$ cat config.mk
export PLATFORM = sky130hd
export DESIGN_NAME = pattern_loader_flat
export DESIGN_NICKNAME = d
export VERILOG_FILES = /design/src/rtl/pattern_loader_pkg.sv /design/src/rtl/pattern_loader_if.sv /design/src/rtl/pattern_ser.sv /design/src/rtl/pattern_loader.sv /design/src/flat_wrapper.sv
export SDC_FILE = /design/constraint.sdc
export NUM_CORES = 1
export LEC_CHECK = 0
export BUFFER_PORTS_ARGS = -buffer_cell sky130_fd_sc_hd__buf_2
export CELL_PAD_IN_SITES_DETAIL_PLACEMENT = 1
export CELL_PAD_IN_SITES_GLOBAL_PLACEMENT = 2
export CORE_ASPECT_RATIO = 0.9
export CORE_UTILIZATION = 32
export CTS_CLUSTER_SIZE = 24
export DETAILED_ROUTE_END_ITERATION = 16
export GPL_ROUTABILITY_DRIVEN = 1
export HOLD_SLACK_MARGIN = 0.06
export PLACE_DENSITY = 0.86
export SYNTH_ARGS = -nofsm -noshare
export SYNTH_HDL_FRONTEND = slang
export SYNTH_SLANG_ARGS = --single-unit
$ cat constraint.sdc
create_clock -name sclk -period 1.8 [get_ports sclk]
set_input_delay 0.18 -clock sclk [delete_from_list [all_inputs] [get_ports sclk]]
set_output_delay 0.18 -clock sclk [all_outputs]
set_load 0.01 [all_outputs]
$ cat src/rtl/pattern_loader_pkg.sv
// Shared sizing, counter widths and FSM encoding for the pattern buffer loader.
package pattern_loader_pkg;

    function automatic int unsigned cnt_w(input int unsigned n);
        return (n > 1) ? $clog2(n) : 1;
    endfunction

    localparam int unsigned BUFFER_WIDTH = 8;
    localparam int unsigned BUFFER_SIZE  = 32;
    localparam int unsigned BIT_CNT_W    = cnt_w(BUFFER_WIDTH);
    // Byte counters must reach BUFFER_SIZE itself, hence the +1.
    localparam int unsigned BYTE_CNT_W   = cnt_w(BUFFER_SIZE + 1);

    typedef enum logic [1:0] {
        ST_IDLE  = 2'd0,
        ST_WAIT  = 2'd1,
        ST_SHIFT = 2'd2,
        ST_DONE  = 2'd3
    } state_e;

endpackage

$ cat src/rtl/pattern_loader_if.sv
// Control, byte stream, serial buffer link and status of the pattern loader.
interface pattern_loader_if #(
    parameter int unsigned width = 8
);
    logic             start;
    logic             abort;
    logic [width-1:0] in_data;
    logic             in_valid;
    logic             in_ready;
    logic             sout;
    logic             sin;
    logic             ssel;
    logic [width-1:0] rb_data;
    logic             rb_valid;
    logic             busy;
    logic             done;
    logic [width-1:0] checksum;

    modport master (
        output start, abort, in_data, in_valid, sout,
        input  in_ready, sin, ssel, rb_data, rb_valid, busy, done, checksum
    );

    modport slave (
        input  start, abort, in_data, in_valid, sout,
        output in_ready, sin, ssel, rb_data, rb_valid, busy, done, checksum
    );
endinterface

$ cat src/rtl/pattern_ser.sv
// Byte serializer/deserializer: shifts a byte out MSB first while capturing the
// returning serial stream, and flags the last bit of each byte.
module pattern_ser
    import pattern_loader_pkg::*;
#(
    parameter int unsigned width = BUFFER_WIDTH,
    parameter int unsigned bit_w = BIT_CNT_W
) (
    input  logic             sclk,
    input  logic             rst,
    input  logic             clr,
    input  logic             load,
    input  logic             shift,
    input  logic [width-1:0] load_data,
    input  logic             sout,
    output logic             sin,
    output logic             last,
    output logic [width-1:0] rx_word
);
    localparam logic [bit_w-1:0] LastBit = bit_w'(width - 1);

    logic [width-1:0] tx_q, tx_d;
    logic [width-2:0] rx_q, rx_d;
    logic [bit_w-1:0] bit_q, bit_d;

    assign sin     = tx_q[width-1];
    assign rx_word = {rx_q, sout};
    assign last    = shift && (bit_q == LastBit);

    always_comb begin
        tx_d  = tx_q;
        rx_d  = rx_q;
        bit_d = bit_q;
        if (shift) begin
            tx_d  = {tx_q[width-2:0], 1'b0};
            rx_d  = rx_word[width-2:0];
            bit_d = (bit_q == LastBit) ? '0 : bit_q + bit_w'(1);
        end
        // A reload at the last bit overrides the shift so the next byte follows seamlessly.
        if (load) tx_d = load_data;
        if (clr) begin
            tx_d  = '0;
            bit_d = '0;
        end
    end

    always_ff @(posedge sclk) begin
        if (rst) begin
            tx_q  <= '0;
            rx_q  <= '0;
            bit_q <= '0;
        end else begin
            tx_q  <= tx_d;
            rx_q  <= rx_d;
            bit_q <= bit_d;
        end
    end

endmodule

$ cat src/rtl/pattern_loader.sv
// Frame loader: accepts buffer_size bytes through a one-entry holding register and
// streams them into the serial pattern buffer, reading back the displaced contents.
module pattern_loader
    import pattern_loader_pkg::*;
#(
    parameter int unsigned buffer_width = BUFFER_WIDTH,
    parameter int unsigned buffer_size  = BUFFER_SIZE
) (
    input  logic            sclk,
    input  logic            rst,
    pattern_loader_if.slave bus
);
    localparam int unsigned ByteW = (buffer_size == BUFFER_SIZE) ? BYTE_CNT_W
                                                                  : cnt_w(buffer_size + 1);
    localparam logic [ByteW-1:0] SizeCnt  = ByteW'(buffer_size);
    localparam logic [ByteW-1:0] LastByte = ByteW'(buffer_size - 1);

    state_e                  state_q, state_d;
    logic [buffer_width-1:0] hold_q, hold_d;
    logic                    hold_full_q, hold_full_d;
    logic [ByteW-1:0]        acc_cnt_q, acc_cnt_d;
    logic [ByteW-1:0]        sh_cnt_q, sh_cnt_d;
    logic                    ssel_q, ssel_d;
    logic                    busy_q, busy_d;
    logic                    done_q, done_d;
    logic                    rb_valid_q, rb_valid_d;
    logic [buffer_width-1:0] rb_data_q, rb_data_d;
    logic [buffer_width-1:0] checksum_q, checksum_d;

    logic                    in_frame, in_ready, take;
    logic                    start_go, abort_go;
    logic                    ser_load, ser_clr, ser_sin, ser_last, byte_end;
    logic [buffer_width-1:0] ser_word;

    assign in_frame = (state_q == ST_WAIT) || (state_q == ST_SHIFT);
    assign in_ready = in_frame && !hold_full_q && (acc_cnt_q != SizeCnt);
    assign take     = bus.in_valid && in_ready;
    // abort has priority over a simultaneous start while idle.
    assign start_go = (state_q == ST_IDLE) && bus.start && !bus.abort;
    assign abort_go = in_frame && bus.abort;
    assign byte_end = ser_last && (sh_cnt_q == LastByte);
    assign ser_clr  = start_go || abort_go;
    assign ser_load = !abort_go && hold_full_q &&
                      ((state_q == ST_WAIT) || ((state_q == ST_SHIFT) && ser_last && !byte_end));

    pattern_ser #(
        .width (buffer_width),
        .bit_w (cnt_w(buffer_width))
    ) u_ser (
        .sclk      (sclk),
        .rst       (rst),
        .clr       (ser_clr),
        .load      (ser_load),
        .shift     (ssel_q),
        .load_data (hold_q),
        .sout      (bus.sout),
        .sin       (ser_sin),
        .last      (ser_last),
        .rx_word   (ser_word)
    );

    always_ff @(posedge sclk) begin
        if (rst) begin
            state_q     <= ST_IDLE;
            hold_q      <= '0;
            hold_full_q <= 1'b0;
            acc_cnt_q   <= '0;
            sh_cnt_q    <= '0;
            ssel_q      <= 1'b0;
            busy_q      <= 1'b0;
            done_q      <= 1'b0;
            rb_valid_q  <= 1'b0;
            rb_data_q   <= '0;
            checksum_q  <= '0;
        end else begin
            state_q     <= state_d;
            hold_q      <= hold_d;
            hold_full_q <= hold_full_d;
            acc_cnt_q   <= acc_cnt_d;
            sh_cnt_q    <= sh_cnt_d;
            ssel_q      <= ssel_d;
            busy_q      <= busy_d;
            done_q      <= done_d;
            rb_valid_q  <= rb_valid_d;
            rb_data_q   <= rb_data_d;
            checksum_q  <= checksum_d;
        end
    end

    always_comb begin
        state_d = state_q;
        unique case (state_q)
            ST_IDLE:  if (start_go) state_d = ST_WAIT;
            ST_WAIT: begin
                if (bus.abort)        state_d = ST_IDLE;
                else if (hold_full_q) state_d = ST_SHIFT;
            end
            ST_SHIFT: begin
                if (bus.abort)     state_d = ST_IDLE;
                else if (byte_end) state_d = ST_DONE;
                else if (ser_last) state_d = hold_full_q ? ST_SHIFT : ST_WAIT;
            end
            ST_DONE:  state_d = ST_IDLE;
            default:  state_d = ST_IDLE;
        endcase
    end

    always_comb begin
        hold_d      = hold_q;
        hold_full_d = hold_full_q;
        acc_cnt_d   = acc_cnt_q;
        sh_cnt_d    = sh_cnt_q;
        rb_data_d   = rb_data_q;
        checksum_d  = checksum_q;
        rb_valid_d  = ser_last;
        ssel_d      = (state_d == ST_SHIFT);
        busy_d      = (state_d == ST_WAIT) || (state_d == ST_SHIFT);
        done_d      = (state_d == ST_DONE);
        if (take) begin
            hold_d      = bus.in_data;
            hold_full_d = 1'b1;
            acc_cnt_d   = acc_cnt_q + ByteW'(1);
        end
        if (ser_load) hold_full_d = 1'b0;
        if (ser_last) begin
            rb_data_d  = ser_word;
            checksum_d = checksum_q + ser_word;
            sh_cnt_d   = sh_cnt_q + ByteW'(1);
        end
        if (start_go) begin
            acc_cnt_d   = '0;
            sh_cnt_d    = '0;
            checksum_d  = '0;
            hold_full_d = 1'b0;
        end
        if (abort_go) hold_full_d = 1'b0;
    end

    assign bus.in_ready = in_ready;
    assign bus.sin      = ser_sin;
    assign bus.ssel     = ssel_q;
    assign bus.rb_data  = rb_data_q;
    assign bus.rb_valid = rb_valid_q;
    assign bus.busy     = busy_q;
    assign bus.done     = done_q;
    assign bus.checksum = checksum_q;

endmodule

$ cat src/flat_wrapper.sv
// flat-port wrapper written by rule: the top's interface ports become plain ports
module pattern_loader_flat import pattern_loader_pkg::*;
#(
    parameter int unsigned buffer_width = BUFFER_WIDTH,
    parameter int unsigned buffer_size  = BUFFER_SIZE
)
  (sclk, rst, bus_start, bus_abort, bus_in_data, bus_in_valid, bus_sout, bus_in_ready, bus_sin, bus_ssel, bus_rb_data, bus_rb_valid, bus_busy, bus_done, bus_checksum);
  pattern_loader_if #(.width((8))) bus_i ();
  input  logic sclk;
  input  logic rst;
  input wire logic [$bits(bus_i.start)-1:0] bus_start;
  input wire logic [$bits(bus_i.abort)-1:0] bus_abort;
  input wire logic [$bits(bus_i.in_data)-1:0] bus_in_data;
  input wire logic [$bits(bus_i.in_valid)-1:0] bus_in_valid;
  input wire logic [$bits(bus_i.sout)-1:0] bus_sout;
  output wire logic [$bits(bus_i.in_ready)-1:0] bus_in_ready;
  output wire logic [$bits(bus_i.sin)-1:0] bus_sin;
  output wire logic [$bits(bus_i.ssel)-1:0] bus_ssel;
  output wire logic [$bits(bus_i.rb_data)-1:0] bus_rb_data;
  output wire logic [$bits(bus_i.rb_valid)-1:0] bus_rb_valid;
  output wire logic [$bits(bus_i.busy)-1:0] bus_busy;
  output wire logic [$bits(bus_i.done)-1:0] bus_done;
  output wire logic [$bits(bus_i.checksum)-1:0] bus_checksum;
  assign bus_i.start = bus_start;
  assign bus_i.abort = bus_abort;
  assign bus_i.in_data = bus_in_data;
  assign bus_i.in_valid = bus_in_valid;
  assign bus_i.sout = bus_sout;
  assign bus_in_ready = bus_i.in_ready;
  assign bus_sin = bus_i.sin;
  assign bus_ssel = bus_i.ssel;
  assign bus_rb_data = bus_i.rb_data;
  assign bus_rb_valid = bus_i.rb_valid;
  assign bus_busy = bus_i.busy;
  assign bus_done = bus_i.done;
  assign bus_checksum = bus_i.checksum;
  pattern_loader #(.buffer_width(buffer_width), .buffer_size(buffer_size)) u_core (.sclk(sclk), .rst(rst), .bus(bus_i));
endmodule
**After elaboration in Yosys (flattened, before gate mapping)**

Index checks and enable logic that the tools add are counted.

- Flip-flop bits (word level): 61
- Bits in latches: 0
- RAM bits: 0
- Memory bits (read-only): 0
- Input port bits: 14
- Output and inout port bits: 22
- Word-level logic and storage cells: 63
- Memories kept: 0

- Add/sub/neg operators: 4
- $mul: 0
- Div/mod/pow operators: 0
- Order comparisons: 0
- Equal/unequal tests: 9
- Shift operators: 0
- Multiplexer cells: 11
- Bitwise operators: 0
- Reduce and logical (&&, ||, !) cells: 25

Operator list:

| operator | count |
|---|---|
| 8-bit two-way mux | 2 |
| 2-bit two-way mux | 7 |
| 6-bit by 1-bit adder with 6-bit output, second input constant | 2 |
| 1-bit logical AND | 12 |
| 8-bit adder | 1 |
| 2-bit equality test, second input constant | 4 |
| 2-bit one-hot mux with 4 select lines | 1 |
| 6-bit by 5-bit equality test with 1-bit output, second input constant | 1 |
| 6-bit inequality test, second input constant | 1 |
| 2-bit by 1-bit equality test with 1-bit output, second input constant | 2 |
| 1-bit zero test | 4 |
| 1-bit logical OR | 4 |
| 2-bit OR reduction | 2 |
| 4-bit OR reduction | 1 |
| 3-bit by 1-bit adder with 3-bit output, second input constant | 1 |
| 3-bit equality test, second input constant | 1 |
| 3-bit two-way mux | 1 |
| 2-bit zero test | 1 |
| 2-bit nonzero test | 1 |

**Depth between registers and ports, before layout**

Gate-level depths: netlist of run 1.

- Word-level depth: 8
- Depth in mapped cells: 9
- Gate-level depth less buffers: 9

**By module**

Synthesis of run 1 repeated with hierarchy kept, for this count alone.

- Cell total of the unflattened synthesis: 291
- Area, all modules: 2890.3 um^2

By module, submodules not included:

| module | times used | cells an instance | area an instance (um^2) | sequential area each (um^2) |
|---|---|---|---|---|
| pattern_loader | 1 | 218 | 2074.5 | 860.8 |
| pattern_ser | 1 | 73 | 815.8 | 360.3 |

**Worst setup path before layout of run 1**

Ideal clock, no wire load.

- Kind: register to register
- From: register u_core.u_ser.bit_q[0]
- To: register u_core.u_ser.tx_q[5]
- Library setup time: 0.079 ns
- Arrival time: 1.813 ns
- Data required time: 1.721 ns
- Path slack: -0.093 ns
- Stages on the path, launching flop included: 9
- Path buffers: 1
- Period minus slack after synthesis: 1.893 ns
- Cell sequence: dfxtp_1 ha_1 ha_1 nand4_2 o311a_1 o211ai_4 buf_6 nor2_1 a211oi_2

- Word-level cells in the longest chain between the ends: 8
- Elaborated cells on any way between the ends: 10
- Classes of those cells: 1 x eq/ne; 1 x mux; 8 x reduce/logical

RTL lines:

| element | RTL line | source |
|---|---|---|
| from (decl) | pattern_ser.sv:24 | `logic [bit_w-1:0] bit_q, bit_d;` |
| from (signal assigned) | pattern_ser.sv:55 | `bit_q <= bit_d;` |
| 3-bit equality test * | pattern_ser.sv:28 | `assign last = shift && (bit_q == LastBit);` |
| 1-bit logical AND * | pattern_ser.sv:28 |  |
| 1-bit logical AND | pattern_loader.sv:41 | `assign byte_end = ser_last && (sh_cnt_q == LastByte);` |
| 1-bit zero test | pattern_loader.sv:44 | `((state_q == ST_WAIT) \|\| ((state_q == ST_SHIFT) && ser_last && !byte_end));` |
| 1-bit logical AND * | pattern_loader.sv:44 |  |
| 1-bit logical OR * | pattern_loader.sv:44 |  |
| 1-bit logical AND * | pattern_loader.sv:43 | `assign ser_load = !abort_go && hold_full_q &&` |
| 8-bit two-way mux or 2-bit nonzero test (tied branches) | n/a |  |
| to (signal assigned) | pattern_ser.sv:53 | `tx_q <= tx_d;` |
| to (decl) | pattern_ser.sv:22 | `logic [width-1:0] tx_q, tx_d;` |

Mark *: on every way between the ends. The rest lies on a longest branch, timed or not.
A chain may end at the register's enable or synchronous reset.

**Final worst setup path of run 1**

- From: register u_core.u_ser.bit_q[1]
- To: register u_core.u_ser.tx_q[0]

The elaborated chain is that of the path after synthesis.

==> flow_metrics.env, run 1 <==
export IMPL_run_status="complete, but fails checks"
export IMPL_failed_checks="setup timing"
export IMPL_rr_endpoint="u_core.u_ser.tx_q[0]"
export IMPL_finalWirelength_mm=7.53
export IMPL_cts_tree="done"
export IMPL_multi_input_area_sq_um=1620
export IMPL_core_region_area_sq_um=8260
export IMPL_cts_buffers=9
export IMPL_ys_ff_latch=61
export IMPL_whs_ps=74.3
export IMPL_route_detailed_drc=0
export IMPL_ir_worst_vdd_uv=327
export IMPL_max_cap_viol_count=0
export IMPL_diodes=0
export IMPL_root_buffer="clkbuf_8"
export IMPL_worst_endpoint_required_ps=2020
export IMPL_fin_worst_skew_ps=11.5
export IMPL_grt_pass1_wl_mm=12.4
export IMPL_globalplace_congestion=0.762
export IMPL_rsz0062_at_grt="true"
export IMPL_fillers=959
export IMPL_async_reset_ff_frac=0
export IMPL_power_frac_comb=0.052
export IMPL_ff2ff_path_depth=8
export IMPL_switchingPower_uw=631
export IMPL_grt_overflow=0
export IMPL_fin_ws_ps=-47.6
export IMPL_max_freq_mhz=541
export IMPL_hp_class="in -> reg"
export IMPL_slew_headroom=0.737
export IMPL_start_kind="flop"
export IMPL_p_sw_frac=0.221
export IMPL_syn_to_final_growth_pct=35.7
export IMPL_pre_cts_slack_ps=-72.3
export IMPL_grt_util_all_layers=0.175
export IMPL_dr_total_vias=2465
export IMPL_reg2reg_from="u_core.u_ser.bit_q[1]"
export IMPL_synthTopCellsByCount="dfxtp_1 (61), nor2_1 (43), nand2_1 (40)"
export IMPL_initial_core_util=0.338
export IMPL_synth_top_flop_cell="dfxtp_1"
export IMPL_pwr_share_seq=0.480
export IMPL_seq_area_frac_synth=0.437
export IMPL_cts_clk_slew_worst_paths_ps=70
export IMPL_final_nets=415
export IMPL_dr_first_iter_drc_count=39
export IMPL_dieArea_sq_um=9100
export IMPL_cpPeakStageDelay_ps=360
export IMPL_clkSinkCount=61
export IMPL_hold_depth=3
export IMPL_cp_data_arrival_time_ps=2070
export IMPL_first_pass_iters=4
export IMPL_grt_pass1_vias=2577
export IMPL_yosysTopAreaCellShare=0.437
export IMPL_die_y_um=90.6
export IMPL_setup_viol=8
export IMPL_portBuffers=35
export IMPL_endpoint_kind="flop"
export IMPL_synthesis_area_sq_um=2790
export IMPL_yosysTopAreaCell="dfxtp_1"
export IMPL_io_pin_count=36
export IMPL_grt_antenna_before_repair=0
export IMPL_yosys_warnings=0
export IMPL_via_per_inst=4.90
export IMPL_dp_hpwl_mm=5.08
export IMPL_intPower_mw=2.23
export IMPL_synthTopCellsByArea="dfxtp_1 (44%), mux2i_1 (9.7%), ha_1 (7.2%), nor2_1 (5.8%), nand2_1 (5.4%)"
export IMPL_crit_chain="ha_4 -> ha_4 -> nand4_4 -> o311a_4 -> o211ai_4 -> buf_6 -> mux2i_1 -> nor2_1"
export IMPL_worstHoldEndpoint="u_core.hold_q[7]"
export IMPL_fin_crit_sh=1.03
export IMPL_avgSynthCellArea_sq_um=9.09
export IMPL_grt_max_degree=22
export IMPL_wl_per_cell_um=15.0
export IMPL_syn_nets=338
export IMPL_clockBufferDepth=2
export IMPL_synth_edff_count=0
export IMPL_synth_most_common_cell="dfxtp_1"
export IMPL_regArea_sq_um=1220
export IMPL_finalCriticalPeriod_ps=1850
export IMPL_cpMostUsedCell="ha_4"
export IMPL_powerDensity_nw_per_um2=755
export IMPL_rows=31
export IMPL_path_max_fanout=6
export IMPL_clock_latency_ps=340
export IMPL_maxSlewViolCount=0
export IMPL_die_w_um=100
export IMPL_p_clk_frac=0.468
export IMPL_synth_cells=307
export IMPL_cp_slowest_cell="dfxtp_2"
export IMPL_holdCritStartpoint="bus_in_data[7]"
export IMPL_tightest_slew_ps=394
export IMPL_ys_types=43
export IMPL_hold_viol=0
export IMPL_cts_max_level=3
export IMPL_crit_type="reg -> reg"
export IMPL_ant_nets=0
export IMPL_crit_start="u_core.u_ser.bit_q[1]"
export IMPL_final_layout_size_suffix_gt1_frac=0.330
export IMPL_r2r_slack_ps=-50
export IMPL_leakagePower_nw=1.62
export IMPL_ctsHoldBuffers=0
timing repair:
action / CTS / global route
gates cloned: 1 / 1
pin swaps: 3 / 13
endpoints found under the hold margin: 0 / 0
resized for setup: 13 / 21
setup buffers: 4 / 4
setup endpoints to repair: 13 / 29
per-layer routing:
| layer | wire (um) | vias to the layer above | global-route usage | share of wire |
|---|---|---|---|---|
| met5 | 0 | - | 0 | 0 |
| met4 | 132 | 0 | 0.0580 | 0.018 |
| met3 | 229 | 12 | 0.0480 | 0.030 |
| met2 | 3680 | 34 | 0.294 | 0.49 |
| met1 | 3480 | 1207 | 0.214 | 0.46 |
| li1 | - | 1212 | - | - |
area by class of cell:
class / count / area share
clock buffers: 10 / 0.0363
clock inverters: 5 / 0.0198
inverters: 10 / 0.00991
multi-input cells: 222 / 0.427
flip-flops and latches: 61 / 0.323
well taps: 115 / 0.0380
repair buffers: 80 / 0.146
per-stage QoR:
stage / TNS (ps) / util / instances / cell area, sq um / power, mW
floorplan: 0 / - / 307 / 2830 / 1.48
global placement: -14.9 / 0.405 / 478 / 3340 / 1.53
detailed placement: -451 / 0.405 / 478 / 3340 / 1.53
CTS: -28.4 / 0.442 / 498 / 3650 / 2.88
global route: -1010 / 0.458 / 503 / 3790 / 2.97
finish: -220 / 0.458 / 503 / 3790 / 2.86
cells in the final DEF (no fill, tap or decap), types with 2 or more instances in the layout:
master     count
a21o_1         3
ha_4           4
a21oi_2        6
nor2_1        40
nand4_1        2
a211oi_1       5
xor2_1         3
nor2b_1        4
bufinv_16      2
buf_4         39
nor2_2         3
clkbuf_8      10
nand3_1        3
buf_6          3
clkinv_2       3
or3_1          2
dfxtp_2        3
o21ai_1        2
mux2i_1       27
a211oi_2       4
o21ai_0        4
nand2_1       38
o21a_1         2
buf_2         36
nor3_1         6
dfxtp_1       58
a21oi_1       19
xnor2_1        8
a22o_1         2
nand2_2        2
inv_1         10
ha_1          11
worst max-delay path, delay by kind of cell, from the launching register on:
kind | cells | cell delay (ps)
AO/OA/AOI/OAI | 2 | 560
adder cells (fa/ha/maj) | 2 | 320
buffers and inverters | 1 | 150
multiplexers | 1 | 170
AND/OR/NAND/NOR | 2 | 170
flip-flops | 1 | 360
state kept, by name, summed over array words and instances (netlist names):
signal,flops
u_core.hold_full_q,1
u_core.u_ser.tx_q,8
u_core.bus.ssel,1
u_core.acc_cnt_q,6
u_core.bus.checksum,8
u_core.u_ser.rx_q,7
u_core.hold_q,8
u_core.u_ser.bit_q,3
u_core.bus.rb_valid,1
u_core.sh_cnt_q,6
u_core.bus.done,1
u_core.bus.busy,1
u_core.bus.rb_data,8
u_core.state_q,2
cells by family (layout without fill, tap and decap cells):
kind of cell | count (synthesis) | count (layout) | share of synthesized area
simple gates | 108 | 108 | 0.168
compound gates | 59 | 59 | 0.147
flops | 61 | 61 | 0.437
xor+xnor | 11 | 11 | 0.0345
mux | 27 | 27 | 0.0968
fa+ha+maj | 17 | 17 | 0.0789
buf+inv | 24 | 105 | 0.0372
worst max path at each step:
| stage | to | cells past startpoint |
|---|---|---|
| 2_1_floorplan | u_core.u_ser.tx_q[5] | 8 |
| 3_3_place_gp | u_core.u_ser.tx_q[4] | 8 |
| 3_5_place_dp | u_core.bus.busy | 8 |
| 4_1_cts | u_core.u_ser.tx_q[0] | 8 |
| 5_1_grt | u_core.bus.busy | 8 |
| 6_report | u_core.u_ser.tx_q[0] | 8 |
power groups by stage:
stage	Clock, mW	Sequential, mW	Combinational, mW
after global placement	0	1.40	0.132
after CTS	1.37	1.37	0.139
final	1.34	1.37	0.149
after floorplan	0	1.40	0.0780
after global routing	1.43	1.37	0.165
after detailed placement	0	1.40	0.135
Note: power is estimated with default switching activity, not from simulation.
==> run 2, diff against run 1 <==
--- a/config.mk
+++ b/config.mk
@@ -14,7 +14,7 @@
 export DETAILED_ROUTE_END_ITERATION = 16
 export GPL_ROUTABILITY_DRIVEN = 1
 export HOLD_SLACK_MARGIN = 0.06
-export PLACE_DENSITY = 0.86
+export PLACE_DENSITY_LB_ADDON = 0.1
 export SYNTH_ARGS = -nofsm -noshare
 export SYNTH_HDL_FRONTEND = slang
 export SYNTH_SLANG_ARGS = --single-unit
==> run 2 against run 1 <==
  * The flow still finishes with violations (setup timing)
  * Sequential share of layout area shrank 1.1 points
  * Combinational power grew 8%
  * Fmax shrank 1.8%
  * First-iteration DRC count grew 31%
  * Final area grew 3.7%
  * Via count shrank 0.12%
  * Sequential power is essentially flat
  * Die area is the same
==> flow_metrics.env, run 2 (synthesized netlist as in run 1, its figures left out) <==
export IMPL_run_status="complete, but fails checks"
export IMPL_failed_checks="setup timing"
export IMPL_via_per_inst=4.75
export IMPL_cts_max_level=3
export IMPL_root_buffer="clkbuf_8"
export IMPL_p_clk_frac=0.450
export IMPL_max_freq_mhz=531
export IMPL_p_total_mw=2.78
export IMPL_cts_buffers=9
export IMPL_crit_buf_inv=1
export IMPL_io_pin_count=36
export IMPL_dieArea_sq_um=9100
export IMPL_endpoint_kind="flop"
export IMPL_reg2reg_from="u_core.u_ser.bit_q[1]"
export IMPL_cts_tree="done"
export IMPL_syn_to_final_growth_pct=40.7
export IMPL_tightest_slew_ps=450
export IMPL_route_detailed_drc=0
export IMPL_fin_area_sq_um=3930
export IMPL_final_layout_size_suffix_gt1_frac=0.362
export IMPL_wl_per_cell_um=14.4
export IMPL_cts_clk_slew_worst_paths_ps=70
export IMPL_hold_depth=3
export IMPL_fin_crit_sh=1.05
export IMPL_clkSinkCount=61
export IMPL_p_sw_frac=0.231
export IMPL_maxSlewViolCount=0
export IMPL_worst_endpoint_required_ps=2020
export IMPL_cpMostUsedCell="ha_4"
export IMPL_power_frac_comb=0.058
export IMPL_rsz0062_at_grt="true"
export IMPL_ant_nets=0
export IMPL_ir_worst_vdd_uv=362
export IMPL_setup_tns_ps=-529
export IMPL_path_max_fanout=5
export IMPL_whs_ps=77.1
export IMPL_hp_class="in -> reg"
export IMPL_rr_endpoint="u_core.bus.busy"
export IMPL_dr_first_iter_drc_count=51
export IMPL_finalWirelength_mm=7.45
export IMPL_cp_slowest_cell="dfxtp_2"
export IMPL_r2r_slack_ps=-80
export IMPL_initial_core_util=0.338
export IMPL_rows=31
export IMPL_fin_ws_ps=-82.2
export IMPL_fin_worst_skew_ps=7.28
export IMPL_powerDensity_nw_per_um2=709
export IMPL_die_y_um=90.6
export IMPL_core_region_area_sq_um=8260
export IMPL_crit_chain="ha_4 -> ha_4 -> nand4_4 -> buf_6 -> o32ai_2 -> a22o_1 -> a21oi_4 -> ha_4 -> nor2_1"
export IMPL_grt_antenna_before_repair=0
export IMPL_ff2ff_path_depth=9
export IMPL_globalplace_congestion=0.819
export IMPL_switchingPower_uw=643
export IMPL_hold_viol=0
export IMPL_grt_pass1_vias=2541
export IMPL_start_kind="flop"
export IMPL_intPower_mw=2.14
export IMPL_clockBufferDepth=2
export IMPL_critPathTopFamily="adder cells"
export IMPL_pwr_share_seq=0.492
export IMPL_finalCriticalPeriod_ps=1880
export IMPL_grt_pass1_wl_mm=12.7
export IMPL_dr_total_vias=2462
export IMPL_fillers=995
export IMPL_grt_util_all_layers=0.180
export IMPL_crit_type="reg -> reg"
export IMPL_worstHoldEndpoint="u_core.hold_q[5]"
export IMPL_max_cap_viol_count=0
export IMPL_clock_latency_ps=340
export IMPL_grt_max_degree=30
export IMPL_cpPeakStageDelay_ps=360
export IMPL_final_common_cell="dfxtp_1"
export IMPL_final_nets=430
export IMPL_layout_common_cells="dfxtp_1 (55), buf_4 (51), nor2_1 (42), nand2_1 (38), buf_2 (35)"
export IMPL_placed_cell_area_sq_um=3450
export IMPL_regArea_sq_um=1230
export IMPL_diodes=0
export IMPL_grt_overflow=0
export IMPL_first_pass_iters=4
export IMPL_holdCritStartpoint="bus_in_data[5]"
export IMPL_die_w_um=100
export IMPL_cp_data_arrival_time_ps=2100
export IMPL_dp_hpwl_mm=5.12
export IMPL_leakagePower_nw=1.68
export IMPL_multi_input_area_sq_um=1660
export IMPL_setup_viol=10
export IMPL_portBuffers=35
export IMPL_slew_headroom=0.700
[run 2: worst max path at each step]
stage | from | to | slack (ps) | depth (start not counted)
final | u_core.u_ser.bit_q[1] | u_core.bus.busy | -80 | 9
after global routing | u_core.u_ser.bit_q[1] | u_core.bus.busy | -180 | 10
after CTS | u_core.u_ser.bit_q[1] | u_core.u_ser.tx_q[0] | -90 | 8
after detailed placement | u_core.u_ser.bit_q[1] | u_core.bus.busy | -130 | 9
after global placement | u_core.u_ser.bit_q[1] | u_core.bus.busy | -60 | 9
after floorplan | u_core.u_ser.bit_q[0] | u_core.u_ser.tx_q[5] | 20 | 8
[run 2: area by class of cell]
type | count | area share
multi-input combinational | 222 | 0.421
sequential | 61 | 0.313
timing repair buffer | 95 | 0.169
clock buffer | 12 | 0.0395
tap | 115 | 0.0366
clock inverter | 3 | 0.0115
inverter | 10 | 0.00956
[run 2: what timing repair did]
item,4_1_cts,5_1_grt
buffers inserted,4,5
hold endpoints to repair,5,0
pin swaps,8,4
endpoints found under the setup margin,15,18
gates resized for setup,14,27
hold buffers,5,0
cloned,0,0
[run 2: metrics by stage]
stage          worst slack [ps]  cells   util
6_report                  -82.2    518  0.475
5_1_grt                    -181    518  0.475
4_1_cts                   -91.1    514  0.458
3_5_place_dp               -130    490  0.417
3_3_place_gp              -61.3    490  0.417
2_1_floorplan              19.1    307      -
[run 2: worst register-to-register path, stage by stage, from the launching register on]
cell,delay (ps)
dfxtp_2,360
ha_4,140
ha_4,180
nand4_4,130
buf_6,150
o32ai_2,200
a22o_1,200
a21oi_4,80
ha_4,280
nor2_1,40
[run 2: power by group through the flow]
stage	clock network, mW	logic, mW	registers, mW
after floorplan	0	0.0780	1.40
after global placement	0	0.136	1.40
after detailed placement	0	0.138	1.40
after CTS	1.30	0.154	1.37
after global routing	1.36	0.180	1.37
final	1.25	0.161	1.37
[run 2: routing by layer]
layer  GRT usage  up-vias  wire length (um)
met1       0.235     1175              3690
met3      0.0464       11               199
met2       0.291       32              3460
met4      0.0543        0                96
met5           0        -                 0
li1            -     1244                 -
